**config.mk**
```make
export PLATFORM = sky130hd
export DESIGN_NAME = seq_shift_add_mul_flat
export DESIGN_NICKNAME = d
export VERILOG_FILES = /design/src/rtl/seq_shift_add_mul_pkg.sv /design/src/rtl/seq_shift_add_mul_if.sv /design/src/rtl/seq_shift_add_mul_digit_step.sv /design/src/rtl/seq_shift_add_mul.sv /design/src/flat_wrapper.sv
export SDC_FILE = /design/constraint.sdc
export NUM_CORES = 1
export LEC_CHECK = 0
export BUFFER_PORTS_ARGS = -buffer_cell sky130_fd_sc_hd__buf_2
export CORE_MARGIN = 2
export CORE_UTILIZATION = 35
export DETAILED_ROUTE_END_ITERATION = 10
export SETUP_SLACK_MARGIN = 0.15
export SYNTH_ARGS = -nofsm -noshare
export SYNTH_HDL_FRONTEND = slang
export SYNTH_SLANG_ARGS = --single-unit
```
**constraint.sdc**
```tcl
create_clock -name clk -period 6.2 [get_ports clk]
set_clock_uncertainty 0.2 [all_clocks]
set_input_delay 0.93 -clock clk [delete_from_list [all_inputs] [get_ports clk]]
set_output_delay 0.93 -clock clk [all_outputs]
set_load 0.05 [all_outputs]
```
**src/rtl/seq_shift_add_mul_pkg.sv**
```systemverilog
// Shared types and sizing helpers for the sequential shift-and-add multiplier.
//   state_e : controller states (IDLE, RUN, DONE)
//   steps() : number of RUN edges per operation (WIDTH / DIGIT_BITS)
//   cnt_w() : width of the step and cycle counters
package seq_shift_add_mul_pkg;

  typedef enum logic [1:0] {
    IDLE = 2'd0,
    RUN  = 2'd1,
    DONE = 2'd2
  } state_e;

  function automatic int steps(input int width, input int digit_bits);
    return width / digit_bits;
  endfunction

  function automatic int cnt_w(input int width, input int digit_bits);
    return $clog2(steps(width, digit_bits)) + 1;
  endfunction

endpackage

```
**src/rtl/seq_shift_add_mul_if.sv**
```systemverilog
// Handshake and data bundle of the multiplier.
//   master : operand source / result sink (drives in_valid, a, b, stall, out_ready)
//   slave  : the multiplier (drives in_ready, out_valid, o, busy, cycles)
interface seq_shift_add_mul_if #(
  parameter int WIDTH = 16,
  parameter int CNT_W = 5
);
  logic               in_valid;
  logic               in_ready;
  logic [WIDTH-1:0]   a;
  logic [WIDTH-1:0]   b;
  logic               stall;
  logic               out_valid;
  logic               out_ready;
  logic [2*WIDTH-1:0] o;
  logic               busy;
  logic [CNT_W-1:0]   cycles;

  modport master (
    output in_valid, a, b, stall, out_ready,
    input  in_ready, out_valid, o, busy, cycles
  );

  modport slave (
    input  in_valid, a, b, stall, out_ready,
    output in_ready, out_valid, o, busy, cycles
  );
endinterface

```
**src/rtl/seq_shift_add_mul_digit_step.sv**
```systemverilog
// One accumulation step: acc_next_o = acc_i + (a_i * digit_i) << shamt_i.
//   acc_i      : running 2*WIDTH accumulator
//   a_i        : multiplicand magnitude
//   digit_i    : low DIGIT_BITS of the remaining multiplier
//   shamt_i    : bit position of this digit
//   acc_next_o : updated accumulator (wraps mod 2^(2*WIDTH))
module seq_shift_add_mul_digit_step #(
  parameter int WIDTH      = 16,
  parameter int DIGIT_BITS = 1,
  parameter int SH_W       = 5
) (
  input  logic [2*WIDTH-1:0]    acc_i,
  input  logic [WIDTH-1:0]      a_i,
  input  logic [DIGIT_BITS-1:0] digit_i,
  input  logic [SH_W-1:0]       shamt_i,
  output logic [2*WIDTH-1:0]    acc_next_o
);
  localparam int PP_W = WIDTH + DIGIT_BITS;

  logic [PP_W-1:0]    pp;
  logic [2*WIDTH-1:0] pp_ext;

  assign pp         = PP_W'(a_i) * PP_W'(digit_i);
  // Zero-extend before shifting so the top digit never loses carry bits.
  assign pp_ext     = (2*WIDTH)'(pp);
  assign acc_next_o = acc_i + (pp_ext << shamt_i);
endmodule

```
**src/rtl/seq_shift_add_mul.sv**
```systemverilog
// Sequential shift-and-add multiplier, DIGIT_BITS multiplier bits per RUN edge.
//   clk : clock
//   rst : asynchronous active-high reset
//   bus : seq_shift_add_mul_if.slave (operand/result handshakes, stall, busy, cycles)
// Optional feature: EARLY_TERM_EN -- leave RUN as soon as the multiplicand or the
// remaining multiplier is zero. Without it every op takes exactly STEPS RUN edges.
//
// state | meaning
// IDLE  | waiting for an operand transfer (in_ready=1)
// RUN   | accumulating one digit per non-stalled edge
// DONE  | product held in o, waiting for the result transfer
module seq_shift_add_mul
  import seq_shift_add_mul_pkg::*;
#(
  parameter int WIDTH      = 16,
  parameter int DIGIT_BITS = 1,
  parameter bit SIGNED     = 1'b0
) (
  input  logic              clk,
  input  logic              rst,
  seq_shift_add_mul_if.slave bus
);
  localparam int STEPS = steps(WIDTH, DIGIT_BITS);
  localparam int CNT_W = cnt_w(WIDTH, DIGIT_BITS);
  localparam int SH_W  = $clog2(WIDTH) + 1;
  localparam int PW    = 2 * WIDTH;

  state_e           state_q, state_d;
  logic [WIDTH-1:0] a_q, a_d;
  logic [WIDTH-1:0] b_q, b_d;
  logic [PW-1:0]    acc_q, acc_d;
  logic [PW-1:0]    o_q, o_d;
  logic [CNT_W-1:0] cnt_q, cnt_d;
  logic [CNT_W-1:0] cyc_q, cyc_d;
  logic             neg_q, neg_d;
  logic [PW-1:0]    acc_next;
  logic [SH_W-1:0]  shamt;
  logic             in_xfer;
  logic             out_xfer;

  // -2^(W-1) negates to itself, which is the correct unsigned magnitude.
  function automatic logic [WIDTH-1:0] mag(input logic [WIDTH-1:0] v);
    return (SIGNED && v[WIDTH-1]) ? -v : v;
  endfunction

  assign shamt = SH_W'(cnt_q) * SH_W'(DIGIT_BITS);

  seq_shift_add_mul_digit_step #(
    .WIDTH      (WIDTH),
    .DIGIT_BITS (DIGIT_BITS),
    .SH_W       (SH_W)
  ) u_step (
    .acc_i      (acc_q),
    .a_i        (a_q),
    .digit_i    (b_q[DIGIT_BITS-1:0]),
    .shamt_i    (shamt),
    .acc_next_o (acc_next)
  );

  assign bus.in_ready  = (state_q == IDLE) && !bus.stall;
  assign bus.out_valid = (state_q == DONE) && !bus.stall;
  assign bus.busy      = (state_q != IDLE);
  assign bus.o         = o_q;
  assign bus.cycles    = cyc_q;

  assign in_xfer  = bus.in_valid && bus.in_ready;
  assign out_xfer = bus.out_valid && bus.out_ready;

  always_comb begin
    state_d = state_q;
    a_d     = a_q;
    b_d     = b_q;
    acc_d   = acc_q;
    o_d     = o_q;
    cnt_d   = cnt_q;
    cyc_d   = cyc_q;
    neg_d   = neg_q;
    unique case (state_q)
      IDLE: begin
        if (in_xfer) begin
          a_d     = mag(bus.a);
          b_d     = mag(bus.b);
          neg_d   = SIGNED && (bus.a[WIDTH-1] ^ bus.b[WIDTH-1]);
          acc_d   = '0;
          cnt_d   = '0;
          cyc_d   = '0;
          state_d = RUN;
        end
      end
      RUN: begin
        cyc_d = cyc_q + CNT_W'(1);
`ifdef EARLY_TERM_EN
        if (a_q == '0 || b_q == '0) begin
          state_d = DONE;
          o_d     = neg_q ? -acc_q : acc_q;
        end else
`endif
        begin
          acc_d = acc_next;
          b_d   = b_q >> DIGIT_BITS;
          cnt_d = cnt_q + CNT_W'(1);
          // The last digit lands in o on the same edge it is accumulated.
          if (cnt_q == CNT_W'(STEPS - 1)) begin
            state_d = DONE;
            o_d     = neg_q ? -acc_next : acc_next;
          end
        end
      end
      DONE: begin
        if (out_xfer) state_d = IDLE;
      end
      default: state_d = IDLE;
    endcase
  end

  // stall freezes every register, including the FSM and cycle counter.
  always_ff @(posedge clk or posedge rst) begin
    if (rst) begin
      state_q <= IDLE;
      a_q     <= '0;
      b_q     <= '0;
      acc_q   <= '0;
      o_q     <= '0;
      cnt_q   <= '0;
      cyc_q   <= '0;
      neg_q   <= 1'b0;
    end else if (!bus.stall) begin
      state_q <= state_d;
      a_q     <= a_d;
      b_q     <= b_d;
      acc_q   <= acc_d;
      o_q     <= o_d;
      cnt_q   <= cnt_d;
      cyc_q   <= cyc_d;
      neg_q   <= neg_d;
    end
  end
endmodule
```
**src/flat_wrapper.sv**
```systemverilog
// flat-port wrapper written by rule: the top's interface ports become plain ports
module seq_shift_add_mul_flat import seq_shift_add_mul_pkg::*;
#(
  parameter int WIDTH      = 16,
  parameter int DIGIT_BITS = 1,
  parameter bit SIGNED     = 1'b0
)
  (clk, rst, bus_in_valid, bus_a, bus_b, bus_stall, bus_out_ready, bus_in_ready, bus_out_valid, bus_o, bus_busy, bus_cycles);
  seq_shift_add_mul_if #(.WIDTH(WIDTH)) bus_i ();
  input  logic clk;
  input  logic rst;
  input wire logic [$bits(bus_i.in_valid)-1:0] bus_in_valid;
  input wire logic [$bits(bus_i.a)-1:0] bus_a;
  input wire logic [$bits(bus_i.b)-1:0] bus_b;
  input wire logic [$bits(bus_i.stall)-1:0] bus_stall;
  input wire logic [$bits(bus_i.out_ready)-1:0] bus_out_ready;
  output wire logic [$bits(bus_i.in_ready)-1:0] bus_in_ready;
  output wire logic [$bits(bus_i.out_valid)-1:0] bus_out_valid;
  output wire logic [$bits(bus_i.o)-1:0] bus_o;
  output wire logic [$bits(bus_i.busy)-1:0] bus_busy;
  output wire logic [$bits(bus_i.cycles)-1:0] bus_cycles;
  assign bus_i.in_valid = bus_in_valid;
  assign bus_i.a = bus_a;
  assign bus_i.b = bus_b;
  assign bus_i.stall = bus_stall;
  assign bus_i.out_ready = bus_out_ready;
  assign bus_in_ready = bus_i.in_ready;
  assign bus_out_valid = bus_i.out_valid;
  assign bus_o = bus_i.o;
  assign bus_busy = bus_i.busy;
  assign bus_cycles = bus_i.cycles;
  seq_shift_add_mul #(.WIDTH(WIDTH), .DIGIT_BITS(DIGIT_BITS), .SIGNED(SIGNED)) u_core (.clk(clk), .rst(rst), .bus(bus_i));
endmodule
```
==> impl_metrics.env <==
export IMPL_intPower_uw=2080
export IMPL_place_congestion=0.964
export IMPL_drt_drc_violations_left=0
export IMPL_grt_pass1_vias=5461
export IMPL_layout_common_cells="dfrtp_1, nand2_1, buf_2"
export IMPL_die_area_sq_um=20800
export IMPL_avgSynthCellArea_sq_um=9.51
export IMPL_final_antenna_net_count=0
export IMPL_setup_tns_ns=0
export IMPL_total_leakage_power_uw=0.00370
export IMPL_clk_path_buf_depth=2
export IMPL_critical_path_class="register to register"
export IMPL_synth_top_area_share_pct=39.2
export IMPL_final_common_cell="dfrtp_1"
export IMPL_finalSetupViolations=0
export IMPL_post_route_min_period_ns=5.04
export IMPL_p_clk_share_pct=14.6
export IMPL_hold_path_class="register to register"
export IMPL_finalWirelength_mm=16.7
export IMPL_ir_drop_v=0.000250
export IMPL_n_antenna_cell=0
export IMPL_worstHoldPathCells=2
export IMPL_via_count=5519
export IMPL_post_route_period_util_pct=81.3
export IMPL_maxCapViolCount=0
export IMPL_synth_enable_flop_cells=0
export IMPL_core_area_sq_um=19400
export IMPL_drtPass1Iterations=5
export IMPL_cp_end_kind="register"
export IMPL_ff2ff_path_depth=15
export IMPL_place_ws_ns=1.20
export IMPL_syn_inst=724
export IMPL_yosys_warnings=0
export IMPL_status="finished, final reports clean"
export IMPL_ys_ff_latch=108
export IMPL_num_fill_cells=2010
export IMPL_cts_root_buf="clkbuf_16"
export IMPL_post_route_util_pct=40.2
export IMPL_relSlewSlack_pct=28.5
export IMPL_pin_count=77
export IMPL_cts_tree="built"
export IMPL_synthTopCellsByArea="dfrtp_1, mux2_2, ha_1, o21ai_0, nand2_1"
export IMPL_drv_slew=0
export IMPL_cp_start_kind="register"
export IMPL_p_comb_share_pct=52.9
export IMPL_hpwl_mm=12.1
export IMPL_drt_iter0_drc=368
export IMPL_antenna_found_initial=0
export IMPL_ys_flop_type="dfrtp_1"
export IMPL_yosysTopAreaCell="dfrtp_1"
export IMPL_synthDistinctLibCells=58
export IMPL_grt_use_total_pct=16.9
export IMPL_grt_pass1_wl_mm=27.8
export IMPL_path_clk_slew_ns=0.08
export IMPL_postCtsSetupBuffers=0
export IMPL_ys_seq_area_share_pct=39.2
export IMPL_wire_per_inst_um=16.0
export IMPL_drive_gt1_share_pct=21.9
export IMPL_p_per_area_nw_per_um2=505
export IMPL_areaGrowthSynthToFinish_pct=13.1
export IMPL_vias_per_cell=5.28
export IMPL_rows=51
export IMPL_cts_hold_buf=0
export IMPL_tightestPinTransition_ns=1.07
export IMPL_cts_made_buffers=9
export IMPL_syn_area_sq_um=6890
export IMPL_fmaxAchievable_mhz=198
export IMPL_grt_max_degree=56
export IMPL_setup_ws_ns=1.16
export IMPL_die_h_um=144
export IMPL_start_util_pct=35.5
export IMPL_synth_nets=797
export IMPL_gr_total_overflow=0
export IMPL_hold_violations=0
export IMPL_seq_power_share_pct=32.5
export IMPL_cts_resized_gates=0
export IMPL_clock_sinks=108
export IMPL_worstPathMaxFanout=33
export IMPL_fin_nets=848
export IMPL_synthArstFlopShare_pct=100
export IMPL_io_buffers=76
export IMPL_critPathRequiredTime_ns=6.20
export IMPL_hold_worst_slack_ns=0.275
export IMPL_rsz0062_at_grt="no"
export IMPL_cp_data_arrival_time_ns=5.05
export IMPL_clock_latency_ns=0.37
export IMPL_switching_share_pct=47.2
export IMPL_htree_levels=3
export IMPL_p_switching_uw=1860
export IMPL_dieWidth_um=144
==> metrics by stage <==
| stage | cells | cell area [sq um] | power (uW) |
|---|---|---|---|
| 2_1_floorplan | 724 | 6890 | 2880 |
| 3_3_place_gp | 1029 | 7500 | 3350 |
| 3_5_place_dp | 1029 | 7500 | 3370 |
| 4_1_cts | 1045 | 7790 | 3960 |
| 5_1_grt | 1045 | 7790 | 4240 |
| 6_report | 1045 | 7790 | 3930 |
==> kinds of logic after synthesis <==
logic type / after synthesis / synth area share, %
simple gates: 201 / 13.2
buf+inv: 58 / 3.32
compound gates: 212 / 20.0
xor+xnor: 30 / 3.92
flops: 108 / 39.2
mux: 79 / 13.7
fa+ha+maj: 36 / 6.65
==> area by class of cell <==
class                      count  area, sq um  share of cell area, %
sequential                   108         2700                   34.7
clock inverter                 7         63.8                  0.819
clock buffer                   9          225                   2.89
inverter                      16         62.6                  0.803
multi-input combinational    558         3980                   51.1
timing repair buffer          82          425                   5.46
tap                          265          332                   4.26
==> worst paths after layout <==
check	from	endpoint	slack [ns]
max	u_core.cnt_q[2]	u_core.acc_q[28]	1.16
min	u_core.bus.o[24]	u_core.bus.o[24]	0.28
max reg2reg	u_core.cnt_q[2]	u_core.acc_q[28]	1.16
min reg2reg	u_core.bus.o[24]	u_core.bus.o[24]	0.28
max in group asynchronous	rst	u_core.bus.o[29]	4.17
min in group asynchronous	rst	u_core.bus.o[3]	0.48
==> power by group through the flow <==
stage / Sequential, uW / Combinational, uW / Clock (uW)
after floorplan: 1460 / 1420 / 0
after global placement: 1280 / 2060 / 0
after detailed placement: 1290 / 2080 / 0
after CTS: 1280 / 2090 / 596
after global routing: 1330 / 2290 / 615
final: 1280 / 2080 / 573
==> Yosys cell counts, drive strengths merged, types with 13 or more instances <==
library cell  count
ha               35
a22o             23
nor2             39
clkbuf           31
dfrtp           108
nand2            95
inv              16
a21oi            34
xor2             13
xnor2            17
mux2             51
o21ai            77
mux2i            21
nand3            15
==> per-layer routing <==
| layer | global-route usage (%) | share of wire, % | wire length, um | vias to the layer above |
|---|---|---|---|---|
| met1 | 23.4 | 48 | 8070 | 2638 |
| met3 | 3.11 | 4.6 | 770 | 21 |
| met2 | 27.0 | 45 | 7580 | 119 |
| li1 | - | - | - | 2741 |
| met5 | 0 | 0 | 0 | - |
| met4 | 5.16 | 1.8 | 301 | 0 |
==> state kept, by name, summed over array words and instances (netlist names) <==
signal,count
u_core.acc_q,32
u_core.cnt_q,5
u_core.bus.o,32
u_core.a_q,16
u_core.b_q,16
u_core.state_q,2
u_core.bus.cycles,5
==> worst max-delay path: stages (launching register included) <==
cell,delay (ns)
dfrtp_1,1.06
mux4_2,0.62
and2_1,0.17
o21ai_0,0.28
nor2_1,0.09
a21oi_1,0.14
o22ai_1,0.14
ha_1,0.44
a21oi_1,0.19
o21ai_0,0.12
a211oi_1,0.29
a2111oi_0,0.18
or3b_2,0.50
a31oi_1,0.21
xnor2_1,0.15
o21ai_0,0.10
Power figures use the tool's default switching activity.
